<file path="config.mk">
export PLATFORM = sky130hd
export DESIGN_NAME = cmac_link_manager
export DESIGN_NICKNAME = d
export VERILOG_FILES = /design/src/rtl/cmac_link_manager.sv
export SDC_FILE = /design/constraint.sdc
export NUM_CORES = 1
export LEC_CHECK = 0
export ABC_AREA = 1
export CAP_MARGIN = 20
export CORE_MARGIN = 2
export CORE_UTILIZATION = 50
export DETAILED_ROUTE_END_ITERATION = 10
export PLACE_DENSITY = 0.75
export SYNTH_ARGS = -nofsm -noshare
export SYNTH_HDL_FRONTEND = slang
export SYNTH_SLANG_ARGS = --single-unit
export TNS_END_PERCENT = 20
</file>
<file path="constraint.sdc">
create_clock -name rx_clk -period 5.09 [get_ports rx_clk]
set_input_delay 1.018 -clock rx_clk [delete_from_list [all_inputs] [get_ports rx_clk]]
set_output_delay 1.018 -clock rx_clk [all_outputs]
set_load 0.02 [all_outputs]
</file>
<file path="src/rtl/cmac_link_manager.sv">
// CMAC RX bring-up sequencer: datapath reset, alignment wait, link debounce and auto RS-FEC hunting.
// Optional link_drops/fec_toggles statistics are built only when CMAC_LINK_STATS_EN is defined.
module cmac_link_manager #(
    parameter int unsigned RESET_CYC    = 50,
    parameter int unsigned SETTLE_CYC   = 1024,
    parameter int unsigned ALIGN_TO_CYC = 644531250,
    parameter int unsigned STABLE_CYC   = 4096
) (
    input  logic        rx_clk,
    input  logic        rx_reset,
    input  logic        sync_rx_aligned,
    input  logic [1:0]  fec_mode,
    output logic        rsfec_enable,
    output logic        reset_rx_datapath,
    output logic        link_up,
    output logic [2:0]  fsm_state,
    output logic [15:0] link_drops,
    output logic [15:0] fec_toggles
);

    typedef enum logic [2:0] {
        S_RESET  = 3'd0,
        S_SETTLE = 3'd1,
        S_WAIT   = 3'd2,
        S_QUAL   = 3'd3,
        S_UP     = 3'd4
    } state_t;

    state_t      state, state_nxt;
    logic [31:0] timer, timer_nxt;
    logic [31:0] qual_cnt, qual_nxt;
    logic        rsfec_nxt, rst_dp_nxt, link_up_nxt;
    logic        auto_fec, auto_fec_nxt;
    logic [1:0]  mode_q;
    logic        mode_valid;
    logic        mode_auto, mode_q_auto, mode_changed, fec_sel;

    // Modes 0 and 3 are both "auto", so switching between them is not a change.
    assign mode_auto    = (fec_mode == 2'd0) || (fec_mode == 2'd3);
    assign mode_q_auto  = (mode_q == 2'd0) || (mode_q == 2'd3);
    assign mode_changed = mode_valid && (fec_mode != mode_q) && !(mode_auto && mode_q_auto);
    assign fec_sel      = (fec_mode == 2'd1) ? 1'b1 :
                          (fec_mode == 2'd2) ? 1'b0 : auto_fec;
    assign fsm_state    = state;

    always_comb begin
        state_nxt    = state;
        timer_nxt    = (timer != 32'd0) ? timer - 32'd1 : timer;
        qual_nxt     = qual_cnt;
        rsfec_nxt    = rsfec_enable;
        rst_dp_nxt   = reset_rx_datapath;
        link_up_nxt  = link_up;
        auto_fec_nxt = auto_fec;
        if (mode_changed) begin
            state_nxt   = S_RESET;
            timer_nxt   = RESET_CYC - 1;
            rst_dp_nxt  = 1'b1;
            link_up_nxt = 1'b0;
            rsfec_nxt   = fec_sel;
        end else begin
            case (state)
                S_RESET: begin
                    rsfec_nxt = fec_sel;
                    if (timer == 32'd0) begin
                        state_nxt  = S_SETTLE;
                        timer_nxt  = SETTLE_CYC - 1;
                        rst_dp_nxt = 1'b0;
                    end
                end
                S_SETTLE: begin
                    if (timer == 32'd0) begin
                        state_nxt = S_WAIT;
                        timer_nxt = ALIGN_TO_CYC - 1;
                    end
                end
                S_WAIT: begin
                    if (sync_rx_aligned) begin
                        state_nxt = S_QUAL;
                        qual_nxt  = STABLE_CYC - 1;
                    end else if (timer == 32'd0) begin
                        state_nxt  = S_RESET;
                        timer_nxt  = RESET_CYC - 1;
                        rst_dp_nxt = 1'b1;
                        if (mode_auto) begin
                            auto_fec_nxt = ~auto_fec;
                            rsfec_nxt    = ~auto_fec;
                        end
                    end
                end
                S_QUAL: begin
                    // The alignment timer keeps running, so a glitch late in QUAL can time out right away.
                    if (!sync_rx_aligned) begin
                        state_nxt = S_WAIT;
                    end else if (qual_cnt == 32'd0) begin
                        state_nxt   = S_UP;
                        link_up_nxt = 1'b1;
                    end else begin
                        qual_nxt = qual_cnt - 32'd1;
                    end
                end
                S_UP: begin
                    if (!sync_rx_aligned) begin
                        state_nxt   = S_RESET;
                        timer_nxt   = RESET_CYC - 1;
                        rst_dp_nxt  = 1'b1;
                        link_up_nxt = 1'b0;
                    end
                end
                default: begin
                    state_nxt   = S_RESET;
                    timer_nxt   = RESET_CYC - 1;
                    rst_dp_nxt  = 1'b1;
                    link_up_nxt = 1'b0;
                end
            endcase
        end
    end

    // Timer holds the cycles remaining after the current one, hence the -1 loads.
    always_ff @(posedge rx_clk or posedge rx_reset) begin
        if (rx_reset) begin
            state             <= S_RESET;
            timer             <= RESET_CYC - 1;
            qual_cnt          <= 32'd0;
            rsfec_enable      <= 1'b1;
            reset_rx_datapath <= 1'b1;
            link_up           <= 1'b0;
            auto_fec          <= 1'b1;
            mode_q            <= 2'd0;
            mode_valid        <= 1'b0;
        end else begin
            state             <= state_nxt;
            timer             <= timer_nxt;
            qual_cnt          <= qual_nxt;
            rsfec_enable      <= rsfec_nxt;
            reset_rx_datapath <= rst_dp_nxt;
            link_up           <= link_up_nxt;
            auto_fec          <= auto_fec_nxt;
            mode_q            <= fec_mode;
            mode_valid        <= 1'b1;
        end
    end

`ifdef CMAC_LINK_STATS_EN
    logic drop_evt, toggle_evt;

    assign drop_evt   = !mode_changed && (state == S_UP) && !sync_rx_aligned;
    assign toggle_evt = !mode_changed && (state == S_WAIT) && !sync_rx_aligned &&
                        (timer == 32'd0) && mode_auto;

    always_ff @(posedge rx_clk or posedge rx_reset) begin
        if (rx_reset) begin
            link_drops  <= 16'd0;
            fec_toggles <= 16'd0;
        end else begin
            if (drop_evt && (link_drops != 16'hFFFF))
                link_drops <= link_drops + 16'd1;
            if (toggle_evt && (fec_toggles != 16'hFFFF))
                fec_toggles <= fec_toggles + 16'd1;
        end
    end
`else
    assign link_drops  = 16'h0;
    assign fec_toggles = 16'h0;
`endif

endmodule

</file>
; After elaboration in Yosys (flattened, before gate mapping)
; Cells that the tools add are included.
[word_totals]
ff_bits = 74
inputBits = 5
output_inout_bits = 38
word_cells = 99
[classes]
add_sub_neg = 2
eq_ne = 24
n_mux = 39
bitwise_logic = 3
reduce_logical = 22
[op_table]
columns = op, n
row1 = two-way mux 32 bit, 10
row2 = one-hot mux 32 bit (5 select lines), 1
row3 = logical NOT 32 bit, 2
row4 = one-hot mux 32 bit (2 select lines), 1
row5 = subtractor 32 x 1 -> 32 bit (second input constant), 2
row6 = nonzero test 32 bit, 1
row7 = two-way mux 3 bit, 8
row8 = != test 3 bit (second input constant), 8
row9 = AND reduction 5 bit, 4
row10 = two-way mux 1 bit, 15
row11 = one-hot mux 3 bit (5 select lines), 1
row12 = != test 4 bit (second input constant), 2
row13 = AND reduction 4 bit, 2
row14 = == test 2 bit (second input constant), 3
row15 = == test 3 x 2 -> 1 bit (second input constant), 2
row16 = != test 2 bit (second input constant), 3
row17 = logical NOT 2 bit, 2
row18 = != test 2 x 1 -> 1 bit (second input constant), 2
row19 = one-hot mux 1 bit (4 select lines), 1
row20 = == test 3 x 1 -> 1 bit (second input constant), 1
row21 = == test 3 bit (second input constant), 1
row22 = logical AND 1 bit, 3
row23 = logical NOT 3 bit, 1
row24 = inverter 1 bit, 3
row25 = 10 further kinds, 11

; Longest topological paths before layout
; Gate-level depths: netlist of the first run.
[depth]
depth_word = 7
mapped_depth = 15
ltp_nobuf = 14

; Worst setup path after synthesis of the first run
; No wires, ideal clock.
[synth_path]
kind = input -> register
startpoint = input fec_mode[0]
endpoint = register qual_cnt[12]
arrival_ps = 2374
t_required_ps = 4974
setup_slack_ps = 2600
stages = 15
n_path_buf = 3
path_cell_list = inv_1 > ha_1 > nand3_1 > nand2_1 > nor2b_4 > buf_6 > inv_2 > nand2_1 > nand2_1 > nand2_1 > buf_6 > inv_6 > buf_8 > nand2_2 > nand2_1
[synth_between]
elab_chain_cells = 7
word_cells_on_any_way = 10
[synth_rtl]
columns = item, line
row1 = "start, declared", 12  ; input logic [1:0] fec_mode,
row2 = == test 2 bit or logical NOT 2 bit (tied branches), 39  ; assign mode_auto = (fec_mode == 2'd0) || (fec_mode == 2'd3);
row3 = logical OR 1 bit, 39
row4 = logical AND 1 bit, 41  ; assign mode_changed = mode_valid && (fec_mode != mode_q) && !(mode_auto && mode_q_auto);
row5 = logical NOT 1 bit, 41
row6 = logical AND 1 bit (*), 41
row7 = inverter 1 bit (no line) (*), --
row8 = AND reduction 5 bit (no line) (*), --
row9 = "end signal, assigned", 134  ; qual_cnt <= qual_nxt;
row10 = "end, declared", 31  ; logic [31:0] qual_cnt, qual_nxt;
; Every way passes the cells marked *; elsewhere a longest branch is shown, timed or not.
; A chain may end at the register's enable or synchronous reset.

; Worst setup path after layout of the first run
[layout_path]
startpoint = input fec_mode[0]
endpoint = register qual_cnt[30]
; The elaborated chain is that of the path after synthesis.

==> results of run 1 <==
metrics by stage:
stage	cell area, um2	utilization	cells
after global routing	5610	0.543	896
after CTS	5610	0.543	896
after floorplan	5450	-	775
after global placement	5400	0.523	880
after detailed placement	5400	0.523	880
final	5610	0.543	896
power groups by stage:
stage | registers, mW | logic [mW] | clock network [mW]
finish | 0.922 | 1.78 | 0.487
global route | 0.949 | 2.00 | 0.518
CTS | 0.919 | 1.76 | 0.499
detailed placement | 0.927 | 1.75 | 0
global placement | 0.926 | 1.72 | 0
floorplan | 0.906 | 1.44 | 0
kinds of logic (layout without fill, tap and decap cells):
group,after synthesis,in the layout
other cells,2,33
simple gates,456,456
flops,74,74
compound gates,63,63
xor+xnor,46,46
buf+inv,98,83
fa+ha+maj,5,5
worst max-delay path, stage by stage:
cell,delay [ns]
clkdlybuf4s50_1,0.54
inv_1,0.06
ha_1,0.31
nand3_1,0.09
nand2_1,0.08
nor2b_4,0.27
inv_2,0.11
nand2_1,0.10
nand2_1,0.07
nand2_1,0.50
buf_4,0.35
nand2_1,0.08
o21ai_1,0.08
state kept, by name, indices dropped and copies added (netlist names), 2 cells and up:
signal,cells
fsm_state,3
timer,32
mode_q,2
qual_cnt,32
per-layer routing:
layer	GRT usage	vias to the layer above
met1	0.305	2179
met3	0.0569	18
li1	-	2339
met5	0	-
met4	0.0807	0
met2	0.365	149
synth_stat cells, drive strengths merged, types with 2 or more instances:
| cell type | instances |
|---|---|
| nor2 | 164 |
| o21ai | 36 |
| nand4 | 18 |
| nor3 | 16 |
| o21a | 2 |
| a21oi | 17 |
| dfstp | 6 |
| conb | 2 |
| buf | 40 |
| o21bai | 2 |
| inv | 53 |
| clkbuf | 4 |
| dfrtp | 68 |
| xor2 | 34 |
| xnor2 | 12 |
| or2 | 4 |
| nand2 | 204 |
| nand3 | 45 |
| ha | 5 |
final cells by class:
class | instances | area, um2 | share of cell area
clock buffer | 14 | 173 | 0.0308
timing repair buffer | 13 | 123 | 0.0219
clock inverter | 2 | 35.0 | 0.00624
multi-input combinational | 603 | 3040 | 0.542
inverter | 54 | 210 | 0.0375
tap | 136 | 170 | 0.0303
sequential | 74 | 1860 | 0.331
worst max-delay path by stage:
stage                      startpoint      endpoint  cells after the start
final                     fec_mode[0]  qual_cnt[30]                     13
after global routing      fec_mode[0]  qual_cnt[30]                     13
after floorplan              rx_reset  fsm_state[0]                      1
after detailed placement  fec_mode[0]  qual_cnt[30]                     13
after CTS                 fec_mode[0]  qual_cnt[30]                     13
after global placement    fec_mode[0]  qual_cnt[31]                     12
==> out/results.tsv, run 1 <==
metric	value	unit
Tmin final	3.36	ns
met2 wire length	5610	um
met3 wire length	778	um
most frequent cells in the layout	nand2_1 (183), nor2_1 (139), dfrtp_1 (68), inv_1 (44), nand3_1 (43)	
Final #Nets	765	
Vias/cell	5.23	
HP Class	flop to flop	
DP HPWL	9220	um
Ant. Diodes	0	
sequential share of the synthesized area	0.349	
Synth top area share	0.319	
All-Layer GR Usage	0.230	
Leak	2.82	nW
Synth Register Bits	74	
Yosys cell types	50	
Starting Density	0.517	
Placer Congestion	0.981	
largest family of logic cells by synthesized area	simple AND/OR/NAND/NOR gates	
Flop pwr share	0.289	
clock buffer depth	2	
wl on met1	5580	um
vias in the first global route	4453	
site row count	37	
Overall Power	3.19	mW
design internal power	1.61	mW
first-pass GRT wire length	20900	um
Primary FF master, synth	dfrtp_1	
clk sinks	74	
insertion delay to the later sink of the worst-skew pair	0.37	ns
Iteration-0 DRC Markers	243	
FFs w/ async S/R, synth	1.00	
Core Area	10300	um2
Hold EP	rsfec_enable	
CP required	5.38	ns
Rel. slew slack	0.432	
vias	4685	
status	completed	
max-cap viol count	0	
largest net degree at the start of global routing	44	
Pwr Density	568	nW/um2
combinational share of power	0.558	
clock skew after layout	0.0132	ns
die height	107	um
Worst Path Class, Setup	primary input to flop	
Synth Area in Simple Gates	0.389	
commonest non-fill, non-tap cell in the layout	nand2_1	
top cells by area, synth	dfrtp_1 (32%), nand2_1 (13%), nor2_1 (9.8%), xor2_1 (5.6%), buf_4 (4.6%)	
EDFF count, synth	0	
IO Pins	43	
startpoint types	primary input	
crit share post-route	0.660	
NetSw	1.58	mW
deepest level of the CTS H-tree	3	
worst slew pin tran	0.843	ns
CTS tree	done	
total gr overflow	0	
DR WL/cell	13.6	um
compound-cell area share of the yosys netlist	0.0702	
crit-path max FO	18	
area leader, netlist	dfrtp_1	
Post-CTS Resized	0	
multiplexer share of the synthesized area	0	
Hold Path Depth	2	
worst reg2reg startpoint	fsm_state[2]	
XOR/XNOR share of the synthesized area	0.0756	
Max Clk Rate	0.298	GHz
# DRC	0	
ANT nets after route	0	
Final Hold Fails	0	
die area	11500	um2
initial antenna violation count	0	
die width	107	um
hold buffer count at CTS	0	
Final Worst Setup Slack	1.73	ns
Clock Tree Root	clkbuf_8	
clk slew on worst S/H paths	0.07	ns
Crit. End Element	flop	
final number of setup-violating endpoints	0	
Setup Buffers After CTS	0	
Syn Area/Cell	7.17	um2
yosys warns	0	
Sw Ratio	0.495	
Post-Synthesis Cells	744	
share of cells above drive strength 1	0.121	
drt pass-1 iters	5	
final slew viol count	0	
r2r endpoint	timer[11]	
port buffer count	10	
Place WS	1.38	ns
fillers	995	
Layout area overhead	5.21	%
DRT Wirelength	12200	um
r2r setup slk	2.30	ns
Fin Hold WS	0.473	ns
RSZ-0062 raised after global routing	false	
HP Start	rsfec_enable	
synthesized area	5330	um2
VDD IR max	350	uV
Adder-Cell Fraction of Synth Area	0.0117	
clock share of power	0.153	
uppermost layer routed	met4	
CTS Buf Count	9	
FF-to-FF path depth	9	
arrival time of the worst setup path	3.65	ns
final setup TNS	0	ns
No activity file was read; power rests on OpenSTA's default activity.
==> inputs of run 2 (changes only) <==
- PLACE_DENSITY: 0.75 -> 0.78
- clock period: 5.09 -> 2.9 ns (I/O delays scaled with it)
==> run 2 against run 1 <==
Compared with the run above:
- total power is 75% higher
- largest power group unchanged
- clock skew is 0.0013 ns lower
- sequential share of layout area is 0.37 points lower
- global-route usage is 1.0 points lower
==> out/results.tsv, run 2 (synthesized netlist as in run 1, its figures left out) <==
metric	value	unit
Placer Congestion	0.925	
CP dominant cell by count	nand2_1	
DP HPWL	8830	um
Final Hold Fails	0	
first-pass GRT wire length	20100	um
Max Clk Rate	0.431	GHz
fillers	980	
Setup Buffers After CTS	0	
CTS Buf Count	9	
r2r endpoint	timer[0]	
CP peak stage delay	0.47	ns
initial antenna violation count	0	
FF-to-FF path depth	10	
worst reg2reg startpoint	timer[1]	
total gr overflow	0	
final setup TNS	0	ns
r2r setup slk	0.63	ns
VDD IR max	541	uV
NetSw	2.72	mW
All-Layer GR Usage	0.219	
crit share post-route	0.800	
Rel. slew slack	0.522	
CP top delay family	buffers and inverters	
Layout area overhead	6.41	%
crit-path max FO	47	
vias	4602	
Crit. End Element	flop	
Core Area	10300	um2
clock buffer depth	2	
Place WS	0.188	ns
number of buffers and inverters on the critical path	5	
RSZ-0062 raised after global routing	false	
share of cells above drive strength 1	0.127	
Worst Path Class, Setup	primary input to flop	
CP Cell Sequence	clkdlybuf4s50_1 -> inv_1 -> ha_1 -> nand3_1 -> nand2_1 -> nor2b_4 -> inv_2 -> nand2_1 -> nand2_1 -> nand2_1 -> buf_12 -> inv_6 -> nand2_1 -> o21ai_0	
Final #Nets	770	
Pwr Density	981	nW/um2
Clock Tree Root	clkbuf_8	
Post-CTS Resized	0	
site row count	37	
arrival time of the worst setup path	2.58	ns
post-layout util	0.550	
startpoint types	primary input	
ANT nets after route	0	
Ant. Diodes	0	
Vias/cell	5.11	
max-cap viol count	0	
clk sinks	74	
die width	107	um
Overall Power	5.57	mW
Sw Ratio	0.489	
largest net degree at the start of global routing	52	
CP required	3.16	ns
Starting Density	0.517	
final slew viol count	0	
combinational share of power	0.558	
Flop pwr share	0.290	
most frequent cells in the layout	nand2_1 (183), nor2_1 (139), dfrtp_1 (68), inv_1 (44), nand3_1 (43)	
Tmin final	2.32	ns
Hold EP	rsfec_enable	
CTS tree	done	
HP Start	rsfec_enable	
DR WL/cell	13.1	um
commonest non-fill, non-tap cell in the layout	nand2_1	
CP max stage cell	clkdlybuf4s50_1	
insertion delay to the later sink of the worst-skew pair	0.37	ns
die height	107	um
vias in the first global route	4318	
IO Pins	43	
clk slew on worst S/H paths	0.08	ns
deepest level of the CTS H-tree	3	
worst slew pin tran	0.709	ns
design internal power	2.85	mW
clock share of power	0.153	
final number of setup-violating endpoints	0	
hold buffer count at CTS	0	
Final Worst Setup Slack	0.580	ns
HP Class	flop to flop	
Iteration-0 DRC Markers	268	
DRT Wirelength	11800	um
clock skew after layout	0.0120	ns
port buffer count	10	
Hold Path Depth	2	
Leak	2.85	nW
status	completed	
# DRC	0	
die area	11500	um2
drt pass-1 iters	5	
[run 2: changes by cell type in the layout (fill, tap and decap cells not counted)]
| cell | before | now |
|---|---|---|
| inv_2 | 7 | 6 |
| buf_4 | 3 | 6 |
| buf_12 | 0 | 2 |
| clkinv_2 | 1 | 2 |
[run 2: worst max path at each step]
stage / startpoint / endpoint / slack (ns) / cells past startpoint
2_1_floorplan: rx_reset / fsm_state[0] / 0.45 / 1
3_3_place_gp: fec_mode[0] / qual_cnt[2] / 0.25 / 14
3_5_place_dp: fec_mode[0] / qual_cnt[4] / 0.19 / 14
4_1_cts: fec_mode[0] / qual_cnt[2] / 0.59 / 14
5_1_grt: fec_mode[0] / qual_cnt[16] / 0.42 / 14
6_report: fec_mode[0] / qual_cnt[2] / 0.58 / 14
[run 2: power groups by stage]
stage	Clock (mW)	Sequential, mW	Combinational [mW]
finish	0.851	1.61	3.10
detailed placement	0	1.62	3.06
CTS	0.875	1.61	3.08
global route	0.919	1.65	3.50
floorplan	0	1.59	2.53
global placement	0	1.62	3.03
[run 2: area by class of cell]
class	count	area, um2	area share
clock buffer	14	173	0.0304
clock inverter	2	35.0	0.00617
inverter	54	211	0.0373
multi-input combinational	603	3040	0.536
sequential	74	1860	0.328
tap	136	170	0.0300
timing repair buffer	18	185	0.0326
[run 2: routing by layer]
layer  global-route usage  part of all wire  routed length, um
met3               0.0484             0.045                526
met1                0.291              0.47               5490
met4               0.0816             0.022                254
met2                0.351              0.47               5490
met5                    0                 0                  0
[run 2: per-stage QoR]
step	cell area (um2)	instances	hold WS (ns)
after detailed placement	5470	885	0.467
after floorplan	5450	775	0.483
final	5670	901	0.474
after CTS	5670	901	0.479
after global placement	5470	885	0.460
after global routing	5670	901	0.499
[run 2: worst register-to-register path, cell delays in order (launching register included)]
cell	delay, ns
dfrtp_1	0.38
inv_1	0.09
ha_1	0.27
nand2_2	0.12
inv_1	0.14
nand2_1	0.12
nor2_1	0.17
nand4_1	0.23
ha_1	0.34
o22ai_1	0.17
o311ai_0	0.15
